[src/rtl/seqdivider.sv]
// ---------------------------------------------------------------------------
// seqdivider
//   Multi-cycle 16-bit signed/unsigned integer divider. It uses restoring
//   shift-subtract and produces one quotient bit per cycle. Signed operands
//   are divided as magnitudes, and the signs are fixed up at the end. The
//   result truncates toward zero: the remainder takes the dividend's sign.
//
// Ports
//   i_clk        rising-edge clock
//   i_rst        synchronous reset, active-high; aborts any division
//   i_start      request a division (sampled only while idle)
//   i_is_signed  1 = two's-complement operands, 0 = unsigned (latched)
//   i_dividend   numerator (latched with i_start)
//   i_divisor    denominator (latched with i_start)
//   o_quotient   result, held until the next division writes it
//   o_remainder  result, held until the next division writes it
//   o_busy       high while iterating or fixing signs
//   o_done       one-cycle pulse when results are valid
//   o_div_zero   divisor was zero (quotient=FFFF, remainder=dividend)
//   o_ovfl       signed overflow, -32768 / -1 (quotient=8000, remainder=0)
// ---------------------------------------------------------------------------
module seqdivider (
  input  logic        i_clk,
  input  logic        i_rst,
  input  logic        i_start,
  input  logic        i_is_signed,
  input  logic [15:0] i_dividend,
  input  logic [15:0] i_divisor,
  output logic [15:0] o_quotient,
  output logic [15:0] o_remainder,
  output logic        o_busy,
  output logic        o_done,
  output logic        o_div_zero,
  output logic        o_ovfl
);

  localparam int DATA_W = 16;

  typedef enum logic [1:0] {
    S_IDLE = 2'd0,
    S_CALC = 2'd1,
    S_FIX  = 2'd2,
    S_DONE = 2'd3
  } state_t;

  // Two's-complement negation, kept at operand width
  function automatic logic [DATA_W-1:0] f_neg(input logic [DATA_W-1:0] v);
    return (~v) + {{(DATA_W-1){1'b0}}, 1'b1};
  endfunction

  // Magnitude of an operand. A negative value is negated only in signed
  // mode. |-32768| = 16'h8000 stays representable as unsigned.
  function automatic logic [DATA_W-1:0] f_mag(input logic [DATA_W-1:0] v,
                                              input logic             sg);
    return (sg && v[DATA_W-1]) ? f_neg(v) : v;
  endfunction

  state_t              r_state;
  state_t              w_state_nxt;
  logic [4:0]          r_count;

  logic [DATA_W-1:0]   r_div;     // divisor magnitude
  logic [DATA_W-1:0]   r_quo;     // dividend bits shift out, quotient bits shift in
  logic [DATA_W-1:0]   r_rem;     // partial remainder
  logic                r_qneg;    // quotient must be negated
  logic                r_rneg;    // remainder must be negated (dividend < 0)

  logic                w_accept;
  logic                w_in_div_zero;
  logic                w_in_ovfl;
  logic [DATA_W:0]     w_shift;
  logic signed [DATA_W+1:0] w_trial;
  logic                w_trial_neg;

  assign w_accept      = (r_state == S_IDLE) && i_start;
  assign w_in_div_zero = (i_divisor == '0);
  assign w_in_ovfl     = i_is_signed && (i_dividend == 16'h8000) &&
                         (i_divisor == 16'hFFFF);

  // The shifted partial remainder can reach 17 bits when the divisor is
  // large. The trial therefore gets one extra bit so that its sign is exact.
  assign w_shift     = {r_rem, r_quo[DATA_W-1]};
  assign w_trial     = $signed({1'b0, w_shift}) - $signed({2'b00, r_div});
  assign w_trial_neg = w_trial[DATA_W+1];

  // ---- control: state register ----
  always_ff @(posedge i_clk) begin
    if (i_rst) begin
      r_state <= S_IDLE;
    end else begin
      r_state <= w_state_nxt;
    end
  end

  always_comb begin
    w_state_nxt = r_state;
    o_busy      = 1'b0;
    o_done      = 1'b0;
    case (r_state)
      S_IDLE: begin
        if (i_start) begin
          w_state_nxt = (w_in_div_zero || w_in_ovfl) ? S_DONE : S_CALC;
        end
      end
      S_CALC: begin
        o_busy = 1'b1;
        if (r_count == 5'd15) begin
          w_state_nxt = S_FIX;
        end
      end
      S_FIX: begin
        o_busy      = 1'b1;
        w_state_nxt = S_DONE;
      end
      S_DONE: begin
        o_done      = 1'b1;
        w_state_nxt = S_IDLE;
      end
      default: w_state_nxt = S_IDLE;
    endcase
  end

  // ---- control: iteration count and architected results ----
  always_ff @(posedge i_clk) begin
    if (i_rst) begin
      r_count     <= '0;
      o_quotient  <= '0;
      o_remainder <= '0;
      o_div_zero  <= 1'b0;
      o_ovfl      <= 1'b0;
    end else begin
      case (r_state)
        S_IDLE: begin
          if (i_start) begin
            r_count    <= '0;
            o_div_zero <= 1'b0;
            o_ovfl     <= 1'b0;
            // Exceptional cases finish right away. Their results are
            // written here, because they never pass through FIX.
            if (w_in_div_zero) begin
              o_quotient  <= 16'hFFFF;
              o_remainder <= i_dividend;
              o_div_zero  <= 1'b1;
            end else if (w_in_ovfl) begin
              o_quotient  <= 16'h8000;
              o_remainder <= '0;
              o_ovfl      <= 1'b1;
            end
          end
        end
        S_CALC: begin
          r_count <= r_count + 5'd1;
        end
        S_FIX: begin
          o_quotient  <= r_qneg ? f_neg(r_quo) : r_quo;
          o_remainder <= r_rneg ? f_neg(r_rem) : r_rem;
        end
        default: ;
      endcase
    end
  end

  // ---- datapath: operand capture and shift-subtract ----
  always_ff @(posedge i_clk) begin
    if (w_accept) begin
      r_div  <= f_mag(i_divisor, i_is_signed);
      r_quo  <= f_mag(i_dividend, i_is_signed);
      r_rem  <= '0;
      r_qneg <= i_is_signed && (i_dividend[DATA_W-1] ^ i_divisor[DATA_W-1]);
      r_rneg <= i_is_signed && i_dividend[DATA_W-1];
    end else if (r_state == S_CALC) begin
      // If the trial is negative, the divisor did not fit and the shifted
      // remainder is kept. That value is known to fit in 16 bits.
      r_rem <= w_trial_neg ? w_shift[DATA_W-1:0] : w_trial[DATA_W-1:0];
      r_quo <= {r_quo[DATA_W-2:0], ~w_trial_neg};
    end
  end

endmodule

[config.mk]
export PLATFORM = sky130hd
export DESIGN_NAME = seqdivider
export DESIGN_NICKNAME = d
export VERILOG_FILES = /design/src/rtl/seqdivider.sv
export SDC_FILE = /design/constraint.sdc
export NUM_CORES = 1
export LEC_CHECK = 0
export ABC_AREA = 1
export BUFFER_PORTS_ARGS = -buffer_cell sky130_fd_sc_hd__buf_4
export CORE_ASPECT_RATIO = 0.6
export CORE_MARGIN = 4
export CORE_UTILIZATION = 55
export DETAILED_ROUTE_END_ITERATION = 8
export PLACE_DENSITY = 0.76
export SETUP_SLACK_MARGIN = 0.5
export SYNTH_ARGS = -nofsm -noshare
export SYNTH_HDL_FRONTEND = slang
export SYNTH_SLANG_ARGS = --single-unit
[constraint.sdc]
create_clock -name i_clk -period 6.5 [get_ports i_clk]
set_clock_uncertainty 0.2 [all_clocks]
set_input_delay 0.325 -clock i_clk [delete_from_list [all_inputs] [get_ports i_clk]]
set_output_delay 0.325 -clock i_clk [all_outputs]
set_load 0.02 [all_outputs]
# Word level (Yosys, flattened, before mapping)
# Cells that the tools add are included.
# totals
elab_cells	75
output_inout_bits	36
in_bits	36
regBits	91
# op_classes
eq_ne	9
n_bitwise	6
n_reduce_logical	17
muxes	26
n_addsub	6
# op_table
op	n
16-bit two-way mux	13
16-bit by 1-bit adder with 16-bit output, second input constant	4
16-bit NOT	4
16-bit case mux with 2 select lines	2
16-bit == test, second input constant	2
17-bit by 16-bit subtractor with 18-bit output	1
16-bit logical NOT	1
5-bit case mux with 2 select lines	1
2-bit case mux with 4 select lines	1
1-bit logical AND	6
2-bit two-way mux	3
2-bit AND reduction	3
2-bit nonzero test	3
5-bit by 1-bit adder with 5-bit output, second input constant	1
5-bit by 4-bit == test with 1-bit output, second input constant	1
1-bit two-way mux	5
5-bit two-way mux	1
2-bit == test, second input constant	2
2-bit inequality test, second input constant	2
3-bit inequality test, second input constant	1
3-bit AND reduction	1
2-bit by 1-bit == test with 1-bit output, second input constant	1
2-bit logical NOT	1
2-bit OR reduction	1
3 further kinds	3

# Depth between registers and ports, before layout
# depth
depth_word	7
ltp_mapped	15
mapped_depth_nobuf	14

# Least setup slack after synthesis
# OpenSTA, ideal clock, no wires.
# synth_timing
kind	flip-flop to flip-flop
start	reg r_state[0]
end	reg r_quo[0] (enable)
path_stages_with_launch	8
setup_slack_ns	4.195
setup_time_ns	0.321
arrival_ns	1.784
period_less_slack_ns	2.305
n_path_buf	1
t_required_ns	5.979
cell_sequence	dfxtp_1 > inv_1 > ha_1 > nand2_1 > inv_2 > nor2_1 > clkbuf_1 > inv_1
# synth_between
elab_chain_len	3
elab_cells_between_ends	4
cone_classes	eq/ne (1); reduce/logical (3)
# synth_lines
element	line_no	rtl
start: declaration	58	state_t r_state;
start signal: assignment	91	r_state <= w_state_nxt;
2-bit logical NOT	75	assign w_accept = (r_state == S_IDLE) && i_start;
1-bit logical AND	75	
2-bit nonzero test (no source line) (*)	n/a	
end signal: assignment	167	r_quo <= f_mag(i_dividend, i_is_signed);
end signal: assignment	175	r_quo <= {r_quo[DATA_W-2:0], ~w_trial_neg};
end: declaration	63	logic [DATA_W-1:0] r_quo;
# Mark *: on every way between the ends. The rest lies on a longest branch, timed or not.
# A chain may end at the register's enable or synchronous reset.

# Worst setup path after layout
# layout_timing
start	reg r_state[0]
end	reg r_quo[6] (enable)
# The elaborated chain is that of the path after synthesis.

==> impl_metrics.toml <==
[detailed_routing]
wl_per_cell_um = 15.0
drtAntennaViolNets = 0
firstDrtPassIters = 6
wl_mm = 18.6
drt-initial-drc-count = 670
route.vias.total = 6570
via_per_inst = 5.30
drc = 0

[global_routing]
grt_pass1_vias = 5858
grt_max_degree = 37
antenna_found_initial = 0
grtUsageTotal = 0.275
grt_pass1_wl_mm = 29.9
overflow = 0

[clocking]
clk_path_buf_depth = 2
cts_tree = "done"
root_buffer = "clkbuf_16"
numCtsBuffers = 9
clk_latency_ps = 350
path_clk_slew_ps = 70
cts-htree-levels = 3
clkSinkCount = 91

[setup_path]
path_buf_inv = 3
path_cells = "inv_1, ha_1, nand2_1, inv_2, nor2_1, inv_1"
path_delay_family = "simple AND/OR/NAND/NOR gates"
crit_arrival_ps = 3780
cp_data_required_time_ps = 6240
cpMostUsedCell = "inv_1"
cp_slowest_stage_delay_ps = 1030
slowest_stage = "nor2_1"
cp_max_fo = 35
path_class = "register to register"
endpoint_kind = "register"
crit_path_start_kind = "register"

[sta]
drv_slew = 0
relSlewSlack = 0.184
min_period_ps = 4040
rsz0062_at_grt = "false"
tns_ps = 0
post-route-period-util = 0.622
tightest_slew_ps = 1220
hold_viol = 0
fmax_mhz = 247
setup_viol = 0

[placement]
portBuffers = 71
placed_area_sq_um = 7110
hpwl_mm = 14.6
gp_congestion = 0.976

[logic_synthesis]
synth_edf_count = 34
async_flop_share = 0
synth_cells = 1012
syn_area_sq_um = 6510
yosys_register_bits = 91
ys.warnings.count = 0
synth-seq-area-share = 0.332
ys_types = 39
synth_flop_cell = "dfxtp_1"
post_synth.cell_area_avg_sq_um = 6.43
syn-num-nets = 1076

[cells_and_area]
fin_area_sq_um = 7400
layout-drive-gt1-share = 0.104
multi_input_area_sq_um = 3640
seqCellArea_sq_um = 2160
antenna_cells = 0
final_net_count = 1138
syn_to_final_growth_pct = 13.8
fillCellCount = 1135

[power]
power_uw = 3130
power_density_nw_per_um2 = 423
leakagePower_uw = 0.00377
ir_drop_uv = 268

[floorplan]
io_pins = 72
die_w_um = 148
rows = 30
coreArea_sq_um = 11400
die_h_um = 92.3
die_area_sq_um = 13700
initial_core_util = 0.570

[outcome]
outcome = "finished clean"

[hold_path]
hp-class = "primary input to register"

[flow_run]
drv_cap = 0
[placed cells by master, fill, tap and decap left out, types with 3 or more instances in the layout]
| cell | count |
|---|---|
| nor2_2 | 4 |
| ha_1 | 27 |
| dfxtp_1 | 57 |
| buf_4 | 72 |
| nor3_1 | 16 |
| inv_2 | 5 |
| clkinv_1 | 3 |
| xor2_1 | 21 |
| nand2_2 | 4 |
| edfxtp_1 | 34 |
| nand4_1 | 10 |
| clkbuf_16 | 9 |
| o22ai_1 | 3 |
| nand3_1 | 88 |
| inv_1 | 144 |
| nand2_1 | 291 |
| xnor2_1 | 9 |
| a21oi_1 | 51 |
| nor2_1 | 147 |
| or2_2 | 3 |
| o31ai_1 | 3 |
| o21ai_0 | 48 |
[area by class of cell]
class,instances,area share
repair buffers,74,0.0757
inverters,152,0.0771
flip-flops and latches,91,0.292
clock buffers,11,0.0314
multi-input cells,746,0.492
well taps,160,0.0270
clock inverters,5,0.00490
[layer usage]
metal / wire, um / vias up / track usage
li1: - / 3327 / -
met1: 9070 / 2850 / 0.443
met2: 6720 / 375 / 0.353
met3: 2630 / 18 / 0.0884
met4: 143 / 0 / 0.0423
met5: 0 / - / 0
[where the power goes]
part	total, uW	switching, uW	internal [uW]
sequential	1010	169	842
clock	487	225	261
combinational	1640	1100	532
total	3130	1500	1640
[worst paths after layout]
kind,depth (start not counted),slack [ps],startpoint,end
max,6,2460,r_state[0],r_quo[6]
min,3,80,i_divisor[13],r_div[13]
max reg2reg,6,2460,r_state[0],r_quo[6]
min reg2reg,2,270,r_count[4],r_count[4]
[stage by stage]
step	worst slack (ps)	hold slack, ps	util	std cells
floorplan	4190	194	-	1012
global placement	2740	250	0.623	1221
detailed placement	2570	258	0.623	1221
CTS	2530	79.6	0.649	1239
global route	2240	108	0.649	1239
finish	2460	80.7	0.649	1239
[worst register-to-register path, stage by stage (launching register included)]
cell and delay (ps):
dfxtp_1 390, inv_1 80, ha_1 290, nand2_1 510, inv_2 450, nor2_1 1040
inv_1 670
[synth_stat cells, types with 4 or more instances]
cell      instances  area [sq um]
a21oi_1          51           255
buf_2             4          20.0
buf_6             5          56.3
clkbuf_1         13          48.8
dfxtp_1          57          1140
edfxtp_1         34          1020
ha_1             27           338
inv_1           144           541
inv_2             5          18.8
nand2_1         291          1090
nand2_2           4          25.0
nand3_1          88           440
nand4_1          10          62.6
nor2_1          147           552
nor2_2            4          25.0
nor3_1           16          80.1
o21ai_0          48           240
xnor2_1           9          78.8
xor2_1           21           184
[registers in the layout, indices dropped and copies added, names as in the netlist]
name / cells
o_div_zero: 1
o_ovfl: 1
o_quotient: 16
o_remainder: 16
r_count: 5
r_div: 16
r_qneg: 1
r_quo: 16
r_rem: 16
r_rneg: 1
r_state: 2
[cell families after synthesis]
logic type / after synthesis / share of synthesized area
and+or+nand+nor: 576 / 0.373
xor gates and xnor gates: 30 / 0.0404
DFF: 91 / 0.332
adders and majority gates: 28 / 0.0550
AOI/OAI and AO/OA: 112 / 0.0910
buffers and inverters: 175 / 0.108
[repair_timing]
item,4_1_cts,5_1_grt
hold endpoints to repair,6,0
resized for setup,0,0
buffers inserted,0,0
hold buffers,2,0
Power figures use the tool's default switching activity.
